$ cat src/rtl/ext_uart_rx.sv
// ext_uart_rx: multi-lane mini-frame UART receiver that reassembles N_SEG segments into one word.
// Segments arrive most significant first; each segment is start, N_DMF data and N_SMF stop mini-frames.
module ext_uart_rx #(
    parameter int N_SEG = 2,
    parameter int N_DMF = 4,
    parameter int N_SMF = 1,
    parameter int W_BUS = 4,
    parameter int W_BAU = 8,
    localparam int W_DAT = N_DMF * W_BUS * N_SEG
) (
    input  logic             clk,
    input  logic             rst,
    input  logic [W_BAU-1:0] baud,
    input  logic [W_BUS-1:0] exu_rxd,
    output logic [W_DAT-1:0] dat,
    output logic             f_rcv,
    output logic             f_err
);
    localparam int WD = N_DMF * W_BUS;
    localparam int W_FRM = $clog2(N_DMF + N_SMF + 1);
    localparam int W_SEG = $clog2(N_SEG + 1);

    typedef enum logic [2:0] {IDLE, START, DATA, STOP, GAP} state_t;

    state_t             state, state_nxt;
    logic [W_BUS-1:0]   s1, rxs;
    logic [W_BAU-1:0]   ctr_bau, baud_r;
    logic [W_BAU+1:0]   tmo, tmo_max;
    logic [W_FRM-1:0]   frm;
    logic [W_SEG-1:0]   seg;
    logic [WD-1:0]      sh;
    logic [W_DAT-1:0]   dat_sh, word;
    logic               rx_low, rx_high, tick, frm_dl, frm_sl, seg_last, tmo_end;
    logic               seg_done, rcv_nxt, err_nxt;

    assign rx_low   = rxs == '0;
    assign rx_high  = &rxs;
    assign tick     = ctr_bau == W_BAU'(1);
    assign frm_dl   = frm == W_FRM'(N_DMF - 1);
    assign frm_sl   = frm == W_FRM'(N_DMF + N_SMF - 1);
    assign seg_last = seg == W_SEG'(N_SEG - 1);
    assign tmo_max  = {baud_r, 2'b00} - 1'b1;
    assign tmo_end  = tmo == tmo_max;

    always_comb begin
        word = dat_sh;
        word[WD*(N_SEG-1-int'(seg)) +: WD] = sh;
    end

    always_ff @(posedge clk or posedge rst) begin
        if (rst) state <= IDLE;
        else     state <= state_nxt;
    end

    always_comb begin
        state_nxt = state;
        case (state)
            IDLE:    state_nxt = rx_low ? START : IDLE;
            START:   state_nxt = !tick ? START : (rx_low ? DATA : IDLE);
            DATA:    state_nxt = (tick && frm_dl) ? STOP : DATA;
            STOP:    state_nxt = !tick || (rx_high && !frm_sl) ? STOP :
                                 (rx_high && !seg_last) ? GAP : IDLE;
            GAP:     state_nxt = rx_low ? START : (tmo_end ? IDLE : GAP);
            default: state_nxt = IDLE;
        endcase
    end

    always_comb begin
        seg_done = state == STOP && tick && rx_high && frm_sl;
        rcv_nxt  = seg_done && seg_last;
        err_nxt  = (state == STOP && tick && !rx_high) || (state == GAP && !rx_low && tmo_end);
    end

    always_ff @(posedge clk or posedge rst) begin
        if (rst) begin
            s1      <= '1;
            rxs     <= '1;
            ctr_bau <= '0;
            baud_r  <= '0;
            tmo     <= '0;
            frm     <= '0;
            seg     <= '0;
            sh      <= '0;
            dat_sh  <= '0;
            dat     <= '0;
            f_rcv   <= 1'b0;
            f_err   <= 1'b0;
        end else begin
            s1    <= exu_rxd;
            rxs   <= s1;
            f_rcv <= rcv_nxt;
            f_err <= err_nxt;
            tmo   <= state == GAP ? tmo + 1'b1 : '0;
            // a new transaction captures baud; later segments keep the captured rate
            if (state == IDLE && rx_low) begin
                baud_r  <= baud;
                ctr_bau <= baud >> 1;
                seg     <= '0;
            end else if (state == GAP && rx_low)
                ctr_bau <= baud_r >> 1;
            else if (state inside {START, DATA, STOP})
                ctr_bau <= tick ? baud_r : ctr_bau - 1'b1;
            else
                ctr_bau <= '0;
            if (tick && state == START)
                frm <= '0;
            else if (tick && (state == DATA || state == STOP))
                frm <= frm + 1'b1;
            if (tick && state == DATA)
                sh <= {rxs, sh[WD-1:W_BUS]};
            if (seg_done) begin
                dat_sh <= word;
                seg    <= seg + 1'b1;
            end
            if (rcv_nxt)
                dat <= word;
        end
    end
endmodule
$ cat config.mk
export PLATFORM = sky130hd
export DESIGN_NAME = ext_uart_rx
export DESIGN_NICKNAME = d
export VERILOG_FILES = /design/src/rtl/ext_uart_rx.sv
export SDC_FILE = /design/constraint.sdc
export NUM_CORES = 1
export LEC_CHECK = 0
export BUFFER_PORTS_ARGS = -buffer_cell sky130_fd_sc_hd__buf_2
export CAP_MARGIN = 5
export CORE_MARGIN = 1
export CORE_UTILIZATION = 50
export CTS_CLUSTER_DIAMETER = 50
export CTS_CLUSTER_SIZE = 30
export DETAILED_ROUTE_END_ITERATION = 7
export PLACE_DENSITY = 0.69
export SLEW_MARGIN = 20
export SYNTH_ARGS = -nofsm -noshare
export SYNTH_HDL_FRONTEND = slang
export SYNTH_SLANG_ARGS = --single-unit
$ cat constraint.sdc
create_clock -name clk -period 5.67 [get_ports clk]
set_input_delay 1.134 -clock clk [delete_from_list [all_inputs] [get_ports clk]]
set_output_delay 1.134 -clock clk [all_outputs]
set_load 0.01 [all_outputs]
After elaboration in Yosys (flattened, before gate mapping)
Cells that the tools add are included.

cells by class
  add/subtract/negate cells = 7
  multiply operators = 0
  div/mod/pow operators = 0
  $lt $le $gt $ge = 0
  equality and inequality tests = 9
  shift-type cells = 2
  multiplexer cells = 19
  bitwise logic cells = 0
  reductions and logical operators = 29

operators by type and width
  kind                        count
  $neg A7 Y33                 1
  $shift A16 B33 Y32 const A  1
  $shiftx A16 B33 Y32         1
  $bwmux W32                  1
  $mux W8                     4
  $mux W3                     6
  $logic_and A1 B1 Y1         15
  $pmux W3 S5                 1
  $add A10 B1 Y10 const B     1
  $eq A10 B10 Y1              1
  $mux W10                    1
  $sub A10 B1 Y10 const B     1
  $eq A3 B2 Y1 const B        3
  $eq A8 B1 Y1 const B        1
  $mux W2                     4
  $sub A8 B1 Y8 const B       1
  $eq A3 B3 Y1 const B        2
  $logic_not A1 Y1            5
  $logic_not A4 Y1            1
  $reduce_and A4 Y1           1
  $reduce_bool A2 Y1          2
  $add A3 B1 Y3 const B       1
  $eq A3 B1 Y1 const B        1
  $logic_not A3 Y1            1
  6 further kinds             9

word-level totals
  register bits = 124
  bits in latches = 0
  bits in writable memories = 0
  memory bits (read-only) = 0
  input bits = 14
  output and inout bits = 34
  logic and storage cells = 79
  memories kept = 0

Depth between registers and ports, before layout
  depth in word-level cells = 6
  depth in mapped cells = 10
  depth with buffers taken out = 7

Worst setup path after synthesis
OpenSTA, ideal clock, no wires.

  kind = register to register
  start point = register seg[0]
  end point = register dat_sh[20]
  data arrival time = 2242 ps
  path slack = 3363 ps
  cell stages (with the launch flop) = 11
  cells stage by stage = dfrtp_1 > clkbuf_1 > inv_1 > ha_1 > clkbuf_1 > nor3b_1 > and3_1 > buf_4 > buf_6 > nand2_1 > nand2_1

between the ends
  longest elaborated chain between the ends = 4
  elaborated cells on any way between the ends = 5
  classes of those cells = add/sub (2); shift (2); mux (1)

ends and longest elaborated chain
  element                                                    line  source
  start: declaration                                         30    logic [W_SEG-1:0] seg;
  start signal: assignment                                   113   seg <= seg + 1'b1;
  $sub A1 B2 Y3 *                                            47    word[WD*(N_SEG-1-int'(seg)) +: WD] = sh;
  $neg A7 Y33 *                                              47
  $shiftx A16 B33 Y32 or $shift A16 B33 Y32 (tied branches)  47
  $bwmux W32 *                                               47
  end signal: assignment                                     112   dat_sh <= word;
  end: declaration                                           32    logic [W_DAT-1:0] dat_sh, word;

Mark *: on every way between the ends. The rest lies on a longest branch, timed or not.
A chain may end at the register's enable or synchronous reset.

Worst setup path after layout
  start point = register seg[0]
  end point = register dat_sh[29]

The elaborated chain is that of the path after synthesis.

==> impl_metrics.env <==
export IMPL_dpl_worst_slack_ns=2.50
export IMPL_final_period_utilization=0.515
export IMPL_drv_cap=0
export IMPL_ys_warn_count=0
export IMPL_synth_edff_count=0
export IMPL_fin_worst_skew_ns=0.00803
export IMPL_synth_nets=606
export IMPL_max_stage_delay_ns=0.73
export IMPL_crit_chain="inv_1 -> ha_1 -> nor3b_4 -> and3_1 -> nand2_1 -> nand2_1"
export IMPL_grtUsageMet3=0.0622
export IMPL_clk_pin_slew_ns=0.06
export IMPL_total_leakage_power_nw=3.09
export IMPL_grt_max_degree=70
export IMPL_r2r_start="seg[0]"
export IMPL_h_tree_depth=4
export IMPL_port_buffers=47
export IMPL_holdPathEnd="rxs[1]"
export IMPL_drt_wl_total_um=11800
export IMPL_drt_initial_drc_count=288
export IMPL_grt_overflow_total=0
export IMPL_first_pass_iters=4
export IMPL_yosysMostFrequentCell="nand2_1"
export IMPL_first_global_vias=4009
export IMPL_wl_per_cell_um=15.3
export IMPL_die_area_sq_um=11900
export IMPL_cp_slowest_cell="nor3b_4"
export IMPL_top_usage_layer="met2"
export IMPL_postCtsHoldBufs=0
export IMPL_crit_fanout=19
export IMPL_cp_top_family="simple AND/OR/NAND/NOR gates"
export IMPL_syn_area_sq_um=5750
export IMPL_synth_top_area_cell="dfrtp_1"
export IMPL_final_antenna_net_count=0
export IMPL_ir_drop_v=0.000221
export IMPL_worstMarginPinSlew_ns=0.963
export IMPL_drive_above_1_share=0.192
export IMPL_holdPathStages=0
export IMPL_std_cell_rows=38
export IMPL_layout_min_cycle_time_ns=2.92
export IMPL_gp_congestion=0.862
export IMPL_fillers=970
export IMPL_path_buf_inv=1
export IMPL_setup_ws_ns=2.75
export IMPL_cts_max_path_buffers=2
export IMPL_hold_viol_final=0
export IMPL_critical_path_class="reg2reg"
export IMPL_status="finished, final reports clean"
export IMPL_maxSlewViolCount=0
export IMPL_antenna_found_initial=0
export IMPL_r2r_end="dat_sh[29]"
export IMPL_drc=0
export IMPL_synth_cells=582
export IMPL_endpoint_kind="register"
export IMPL_dp_cells=742
export IMPL_num_antenna_cells=0
export IMPL_cts_repair_resized=0
export IMPL_grt_usage=0.225
export IMPL_yosysUniqueCellTypes=50
export IMPL_crit_top_cell="nand2_1"
export IMPL_grt_pass1_wl_um=20000
export IMPL_grt_setup_unrepaired="no"
export IMPL_worstSkewPairLatency_ns=0.42
export IMPL_ctsRootBufferMaster="clkbuf_16"
export IMPL_dieWidth_um=109
export IMPL_worstHoldStart="s1[1]"
export IMPL_final_nets=645
export IMPL_start_util=0.521
export IMPL_core_area_sq_um=11000
export IMPL_multi_input_area_sq_um=2440
export IMPL_met1_usage=0.305
export IMPL_avgSynthCellArea_sq_um=9.87
export IMPL_maxSlewHeadroom=0.356
export IMPL_reg2reg_depth=6
export IMPL_vias=4109
export IMPL_final_setup_tns_ns=0
export IMPL_final_cell_area_sq_um=6610
export IMPL_synthFlopType="dfrtp_1"
export IMPL_fmax_mhz=342
export IMPL_synthTopCellsByCount="nand2_1 (130), dfrtp_1 (116), o21ai_0 (44)"
export IMPL_start_kind="register"
export IMPL_yosysSeqAreaShare=0.542
export IMPL_ys_top_cells_by_area="dfrtp_1 (51%), nand2_1 (8.5%), mux2_2 (5.7%)"
export IMPL_hold_path_class="reg2reg"
export IMPL_async_flop_share=1.00
export IMPL_yosysTopAreaCellShare=0.505
export IMPL_area_growth_syn_to_layout_pct=15.1
export IMPL_dp_hpwl_um=7940
export IMPL_setup_violations=0
export IMPL_cp_required_ns=6.02
export IMPL_powerDensity_nw_per_um2=381
export IMPL_placed_cell_area_sq_um=6040
export IMPL_io_pin_count=48
export IMPL_instances_no_fill=774
export IMPL_worstPathArrival_ns=3.28
export IMPL_regArea_sq_um=3110
export IMPL_avgViaCountPerCell=5.31
export IMPL_cts_tree="yes"
export IMPL_post_cts_buffers=0
export IMPL_die_h_um=109
export IMPL_use_met2=0.339
export IMPL_clock_sinks=124
export IMPL_ys_ff_latch=124
export IMPL_numCtsBuffers=17
export IMPL_reg2reg_slack_ns=2.75
-- metrics by stage --
stage,util,total power [W],hold WS [ns]
2_1_floorplan,-,0.00140,0.345
3_3_place_gp,0.548,0.00149,0.346
3_5_place_dp,0.548,0.00151,0.347
4_1_cts,0.598,0.00254,0.354
5_1_grt,0.599,0.00264,0.359
6_report,0.599,0.00252,0.354
-- kinds of logic (layout without fill, tap and decap cells) --
group                      after synthesis  in the layout  synth area share
and+or+nand+nor                        240            240             0.200
DFF                                    124            124             0.542
buffers and inverters                   48            100            0.0361
muxes                                   35             35            0.0673
AOI/OAI and AO/OA                      102            102            0.0978
xor gates and xnor gates                23             23            0.0351
adders and majority gates               10             10            0.0218
-- state kept, by name, summed over array words and instances, names as in the netlist, 2 cells and up --
name     flops
dat         32
rxs          4
seg          2
sh          16
frm          3
s1           4
dat_sh      32
ctr_bau      8
tmo         10
baud_r       8
state        3
-- cells in the final DEF (no fill, tap or decap), drive strengths merged, types with 3 or more instances in the layout --
cell type  Yosys  layout
a211oi         4       4
a21oi         32      32
and3           6       6
buf           12      48
clkbuf        16      26
clkinv         0       3
dfrtp        116     116
dfstp          8       8
ha            10      10
inv           20      20
mux2          29      29
mux2i          6       6
nand2        130     130
nand2b         5       5
nand3         18      18
nor2          22      22
nor2b         28      28
nor3           7       7
nor3b          3       3
nor4           5       5
o21ai         49      49
o22ai          7       7
or4            4       4
xnor2         12      12
xor2          11      11
-- how the worst max path moves through the flow --
stage                             to    from  slack, ns  cells past startpoint
final                     dat_sh[29]  seg[0]       2.75                      6
after global routing      dat_sh[24]  seg[0]       2.50                      6
after CTS                 dat_sh[29]  seg[0]       2.46                      6
after detailed placement  dat_sh[29]  seg[0]       2.50                      6
after global placement    dat_sh[17]  seg[0]       2.67                      6
after floorplan            baud_r[0]     rst       1.25                      1
-- per-layer routing --
layer | vias up | wire length (um)
met5 | - | 0
met1 | 1955 | 5560
li1 | 2040 | -
met4 | 0 | 223
met3 | 22 | 536
met2 | 92 | 5510
-- cell type report --
type                    instances  share of cell area
clock buffers                  26              0.0755
inverters                      20              0.0117
repair buffers                 48              0.0367
multi-input cells             410               0.370
clock inverters                 6             0.00908
well taps                     140              0.0265
flip-flops and latches        124               0.471
-- power by group --
| group | internal [W] | total [W] | leakage (nW) | switching [W] |
|---|---|---|---|---|
| clock network | 0.000646 | 0.00101 | 0.270 | 0.000368 |
| registers | 0.000960 | 0.00107 | 1.68 | 0.000112 |
| logic | 0.000200 | 0.000429 | 1.14 | 0.000230 |
-- worst register-to-register path: cells and delay by family, from the launching register on --
family,cells,cell delay (ns)
and+or+nand+nor,4,1.61
adders and majority gates,1,0.59
DFF,1,0.53
buffers and inverters,1,0.13
Note: power is estimated with default switching activity, not from simulation.
